$ cat config.mk
export PLATFORM = sky130hd
export DESIGN_NAME = axis_result_packer
export DESIGN_NICKNAME = d
export VERILOG_FILES = /design/src/rtl/axis_result_packer.sv
export SDC_FILE = /design/constraint.sdc
export NUM_CORES = 1
export LEC_CHECK = 0
export CORE_ASPECT_RATIO = 2
export CORE_MARGIN = 3
export CORE_UTILIZATION = 40
export CTS_CLUSTER_SIZE = 20
export DETAILED_ROUTE_END_ITERATION = 10
export DONT_BUFFER_PORTS = 1
export GPL_TIMING_DRIVEN = 0
export SLEW_MARGIN = 30
export SYNTH_ARGS = -nofsm -noshare
export SYNTH_HDL_FRONTEND = slang
export SYNTH_SLANG_ARGS = --single-unit
export TNS_END_PERCENT = 20
$ cat constraint.sdc
create_clock -name clk -period 4 [get_ports clk]
set_clock_uncertainty 0.05 [all_clocks]
set_input_delay 0.6 -clock clk [delete_from_list [all_inputs] [get_ports clk]]
set_output_delay 0.6 -clock clk [all_outputs]
set_load 0.02 [all_outputs]
$ cat src/rtl/axis_result_packer.sv
`default_nettype none
// ============================================================================
// Module   : axis_result_packer
// Purpose  : Packs a multi-word two's-complement result packet into one signed
//            OUT_WIDTH word, sign-extending narrow results, saturating wide ones.
// Revision : 1.0
// ============================================================================
module axis_result_packer #(
  parameter int IN_WIDTH  = 32,
  parameter int OUT_WIDTH = 64
) (
  input  logic                 clk,
  input  logic                 reset,
  input  logic [IN_WIDTH-1:0]  s_axis_tdata,
  input  logic                 s_axis_tvalid,
  output logic                 s_axis_tready,
  input  logic                 s_axis_tlast,
  output logic [OUT_WIDTH-1:0] m_axis_tdata,
  output logic                 m_axis_tuser,
  output logic                 m_axis_tvalid,
  input  logic                 m_axis_tready,
  output logic                 m_axis_tlast
);

  // Index at which every further word lands entirely above OUT_WIDTH.
  localparam int c_MAX_IDX = (OUT_WIDTH + IN_WIDTH - 1) / IN_WIDTH;
  localparam int c_IDX_W   = $clog2(c_MAX_IDX + 1);
  localparam int c_EXT_W   = (c_MAX_IDX + 1) * IN_WIDTH;

  typedef enum logic [0:0] {
    S_COLLECT = 1'b0,
    S_OUTPUT  = 1'b1
  } state_t;

  state_t                 r_state;
  state_t                 w_state_nxt;
  logic [c_IDX_W-1:0]     r_word_idx;
  logic [OUT_WIDTH-1:0]   r_acc;
  logic                   r_upper_zero;
  logic                   r_upper_one;
  logic [OUT_WIDTH-1:0]   r_tdata;
  logic                   r_tuser;

  int                     w_ofs;
  logic [c_EXT_W-1:0]     w_shift;
  logic [c_EXT_W-1:0]     w_mask;
  logic [c_EXT_W-1:0]     w_ext;
  logic [OUT_WIDTH-1:0]   w_acc_nxt;
  logic                   w_uz_nxt;
  logic                   w_uo_nxt;
  logic                   w_sign;
  logic                   w_wide;
  logic                   w_fits;
  logic [OUT_WIDTH-1:0]   w_pack;
  logic                   w_sat;
  logic                   w_s_hs;
  logic                   w_m_hs;

  // Place the incoming word at its bit offset in a window wide enough to hold
  // the part that spills past OUT_WIDTH.
  always_comb begin
    w_ofs     = int'(r_word_idx) * IN_WIDTH;
    w_shift   = {{(c_EXT_W-IN_WIDTH){1'b0}}, s_axis_tdata} << w_ofs;
    w_mask    = {{(c_EXT_W-IN_WIDTH){1'b0}}, {IN_WIDTH{1'b1}}} << w_ofs;
    w_ext     = {c_EXT_W{1'b1}} << (w_ofs + IN_WIDTH);
    w_acc_nxt = r_acc | w_shift[OUT_WIDTH-1:0];
    w_uz_nxt  = r_upper_zero & (w_shift[c_EXT_W-1:OUT_WIDTH] == '0);
    w_uo_nxt  = r_upper_one &
                ((w_shift[c_EXT_W-1:OUT_WIDTH] | ~w_mask[c_EXT_W-1:OUT_WIDTH]) == '1);
    w_sign    = s_axis_tdata[IN_WIDTH-1];
    w_wide    = (w_ofs + IN_WIDTH) > OUT_WIDTH;
    w_fits    = (w_acc_nxt[OUT_WIDTH-1] == w_sign) && (w_sign ? w_uo_nxt : w_uz_nxt);
    w_pack    = w_acc_nxt;
    w_sat     = 1'b0;
    if (!w_wide) begin
      w_pack = w_acc_nxt | (w_sign ? w_ext[OUT_WIDTH-1:0] : '0);
    end else if (!w_fits) begin
      w_pack = w_sign ? {1'b1, {(OUT_WIDTH-1){1'b0}}} : {1'b0, {(OUT_WIDTH-1){1'b1}}};
      w_sat  = 1'b1;
    end
  end

  always_ff @(posedge clk or posedge reset) begin
    if (reset) begin
      r_state <= S_COLLECT;
    end else begin
      r_state <= w_state_nxt;
    end
  end

  always_comb begin
    w_state_nxt   = r_state;
    s_axis_tready = 1'b0;
    m_axis_tvalid = 1'b0;
    m_axis_tlast  = 1'b0;
    case (r_state)
      S_COLLECT: begin
        s_axis_tready = !reset;
        if (s_axis_tvalid && s_axis_tlast) w_state_nxt = S_OUTPUT;
      end
      S_OUTPUT: begin
        m_axis_tvalid = 1'b1;
        m_axis_tlast  = 1'b1;
        if (m_axis_tready) w_state_nxt = S_COLLECT;
      end
      default: w_state_nxt = S_COLLECT;
    endcase
  end

  assign w_s_hs       = s_axis_tvalid && s_axis_tready;
  assign w_m_hs       = m_axis_tvalid && m_axis_tready;
  assign m_axis_tdata = r_tdata;
  assign m_axis_tuser = r_tuser;

  always_ff @(posedge clk or posedge reset) begin
    if (reset) begin
      r_word_idx   <= '0;
      r_acc        <= '0;
      r_upper_zero <= 1'b1;
      r_upper_one  <= 1'b1;
      r_tdata      <= '0;
      r_tuser      <= 1'b0;
    end else if (w_s_hs) begin
      r_acc        <= w_acc_nxt;
      r_upper_zero <= w_uz_nxt;
      r_upper_one  <= w_uo_nxt;
      if (r_word_idx != c_IDX_W'(c_MAX_IDX)) r_word_idx <= r_word_idx + 1'b1;
      if (s_axis_tlast) begin
        r_tdata <= w_pack;
        r_tuser <= w_sat;
      end
    end else if (w_m_hs) begin
      r_word_idx   <= '0;
      r_acc        <= '0;
      r_upper_zero <= 1'b1;
      r_upper_one  <= 1'b1;
    end
  end

endmodule
`default_nettype wire
==> key figures <==
Finish
  – Nets: 756
  – Share of cells above drive strength 1: 0.154
  – Layout area overhead: 14.7%
  – Final core utilization: 0.469
  – Antenna cells: 0
  – Post-route insts no fill: 935

Synth
  – Cell Area, Synth: 0.00686 mm2
  – Post-synth top area cell: dfrtp_1
  – Synth Area in XOR/XNOR: 0
  – Top post-synthesis cells by area: dfrtp_1 48%, a211oi_1 6.8%, a22oi_2 5.5%
  – Post-synth top area share: 0.481
  – Count leader, synth: dfrtp_1
  – Adder-Cell Fraction of Synth Area: 0.00729
  – Sequential cell area fraction in the yosys report: 0.489
  – Post-synthesis simple-gate area fraction: 0.0771
  – Commonest cells in the netlist: 132 x dfrtp_1, 74 x nand2_1, 68 x a21oi_1
  – Synth Register Bits: 134
  – Compound-gate portion of the synthesized area: 0.355
  – Largest family of logic cells by synthesized area: compound AO/OA/AOI/OAI gates
  – Post-synth EDFFs: 0
  – Synth Net Count: 731
  – Yosys warnings: 0
  – Post-synth top flop: dfrtp_1
  – Post-synthesis mux area share: 0.00146
  – Mean Syn Cell Area: 9.95 um2
  – Cell variety after synth: 50
  – Gate Count Post-Synth: 690
  – Fraction of registers with async set/reset: 1.00

Route
  – Routed wire length: 20500 um
  – Initial DRC Count: 273
  – Antenna viol nets, final: 0
  – DR vias/cell: 6.02
  – Routed length per instance: 21.9 um
  – Via count: 5630
  – TritonRoute pass-1 iters: 7
  – # DRC: 0

Critical path
  – Delay-heaviest family, CP: buffers and inverters
  – CP Max Fanout: 10
  – Critical path launch point type: register
  – Buffers & Inverters on Critical Path: 2
  – Slowest cell on crit path: dfrtp_1
  – Most frequent CP cell: a211oi_1
  – CP Class: reg -> reg
  – Endpoint class of the critical path: register
  – WP data required: 4.23 ns
  – CP max stage delay: 0.51 ns
  – CP cell instances: inv_1 > ha_1 > nor2_2 > clkbuf_1 > a211oi_1 > a211oi_1 > a22oi_2
  – Worst EP arrival: 2.73 ns

GRT
  – Largest net degree at the start of global routing: 30
  – Initial antenna violation count: 0
  – Gr usage total: 0.219
  – Gr ovfl total: 0
  – First-pass GRT wire length: 32200 um
  – Vias in the first global route: 5896

Clock tree
  – Deepest clock path buffer count: 2
  – TritonCTS buffer count: 17
  – Worst-path clk slew: 0.07 ns
  – TritonCTS clock tree: built
  – CTS root buffer: clkbuf_16
  – H-tree depth: 4
  – Sink Count: 134
  – Clk_lat worst skew: 0.43 ns

Timing
  – Tmin final: 2.49 ns
  – Worst-Margin Slew: 0.686 ns
  – Final period utilization: 0.623
  – Fmax: 0.401 GHz
  – Hold violation count in the final report: 0
  – Setup violations, final: 0
  – Worst Hold Slack: 0.210 ns
  – Setup TNS: 0 ns
  – Final slew viol count: 0
  – RSZ-0062 raised after global routing: no
  – Setup WS post-layout: 1.51 ns
  – Slew margin rel.: 0.543

Die
  – Die Wd: 98.6 um
  – Io pins: 105
  – Core area: 0.0168 mm2
  – Die height: 191 um
  – Starting density of the core: 0.409
  – Die area: 0.0189 mm2
  – Core Rows: 67

Min path
  – Hold crit path type: in -> reg

Placement
  – Dpl cells: 902
  – DP Worst Slack: 1.56 ns
  – Placed wire-length estimate: 16000 um
  – PortBufs: 0
  – RePlAce Congestion: 0.875

Flow run
  – Max_cap viols: 0

Power
  – PwrDens: 855 mW/mm2
  – Peak VDD IR: 257 uV
  – Leakage: 3.46 nW

Outcome
  – Status: completed
[flip-flops by register name, indices dropped and copies added (netlist names)]
signal        cells
m_axis_tdata     64
r_word_idx        2
m_axis_tuser      1
r_state           1
r_acc            64
r_upper_one       1
r_upper_zero      1
[repair_timing]
item	in CTS	in global routing
hold buffers	1	0
setup buffers	0	0
gates resized for setup	0	0
endpoints found under the hold margin	2	0
[final timing paths]
path	cells after the start	to	from	slack [ns]
worst min-delay path	1	r_acc[0]	m_axis_tready	0.21
worst min register to register	2	r_acc[49]	r_acc[49]	0.43
worst max register to register	7	m_axis_tdata[32]	r_word_idx[0]	1.51
max in group asynchronous	4	r_acc[39]	reset	2.74
worst max-delay path	7	m_axis_tdata[32]	r_word_idx[0]	1.51
min in group asynchronous	2	r_acc[18]	reset	0.53
[logic make-up (layout without fill, tap and decap cells)]
group / count (synthesis) / count (layout)
AO/OA/AOI/OAI: 338 / 338
flip-flops: 134 / 134
AND/OR/NAND/NOR: 112 / 112
buffers and inverters: 101 / 139
adder cells (fa/ha/maj): 4 / 4
multiplexers: 1 / 1
[cells in the final DEF (no fill, tap or decap), types with 2 or more instances in the layout]
| cell type | instances |
|---|---|
| clkbuf_2 | 3 |
| o211ai_2 | 2 |
| a31o_2 | 2 |
| nand2_1 | 74 |
| buf_4 | 2 |
| nand3_1 | 2 |
| inv_1 | 37 |
| a22o_1 | 31 |
| a31oi_1 | 4 |
| clkbuf_1 | 35 |
| o21ai_0 | 63 |
| dfrtp_1 | 132 |
| and4_1 | 2 |
| o211ai_1 | 30 |
| nor2_1 | 2 |
| buf_6 | 10 |
| nor2_2 | 2 |
| dfstp_2 | 2 |
| a21o_1 | 30 |
| buf_12 | 4 |
| a21oi_1 | 68 |
| bufinv_16 | 4 |
| inv_6 | 4 |
| nor2b_1 | 3 |
| clkbuf_16 | 17 |
| buf_2 | 14 |
| a211oi_1 | 62 |
| a22oi_2 | 30 |
| nand4_1 | 9 |
| clkinvlp_4 | 5 |
| nor4_1 | 8 |
| nor3_1 | 2 |
| o31ai_1 | 4 |
| ha_1 | 4 |
[through the flow]
step / power [W] / cell area (um2)
5_1_grt: 0.00717 / 7870
3_3_place_gp: 0.00495 / 7130
3_5_place_dp: 0.00509 / 7230
2_1_floorplan: 0.00447 / 6870
4_1_cts: 0.00679 / 7870
6_report: 0.00673 / 7870
[report_power, final]
part / leakage [nW] / total (W) / switching, W / internal (W)
sequential: 1.70 / 0.00279 / 0.000837 / 0.00195
combinational: 1.46 / 0.00227 / 0.00134 / 0.000937
clock: 0.294 / 0.00167 / 0.000617 / 0.00105
total: 3.46 / 0.00673 / 0.00279 / 0.00394
[area by class of cell]
cell class              instances  area (um2)
multi-input cells             455        3020
fillers                      1612        8890
repair buffers                  6         118
well taps                     207         259
inverters                      38         146
plain buffers                  63         340
clock buffers                  18         429
flip-flops and latches        134        3360
clock inverters                14         199
[per-layer routing]
layer / vias to the layer above / track usage / routed length (um)
li1: 2628 / - / -
met4: 0 / 0.108 / 839
met1: 2761 / 0.226 / 7050
met2: 186 / 0.406 / 11300
met5: - / 0 / 0
met3: 55 / 0.0522 / 1230
Power figures use the tool's default switching activity.
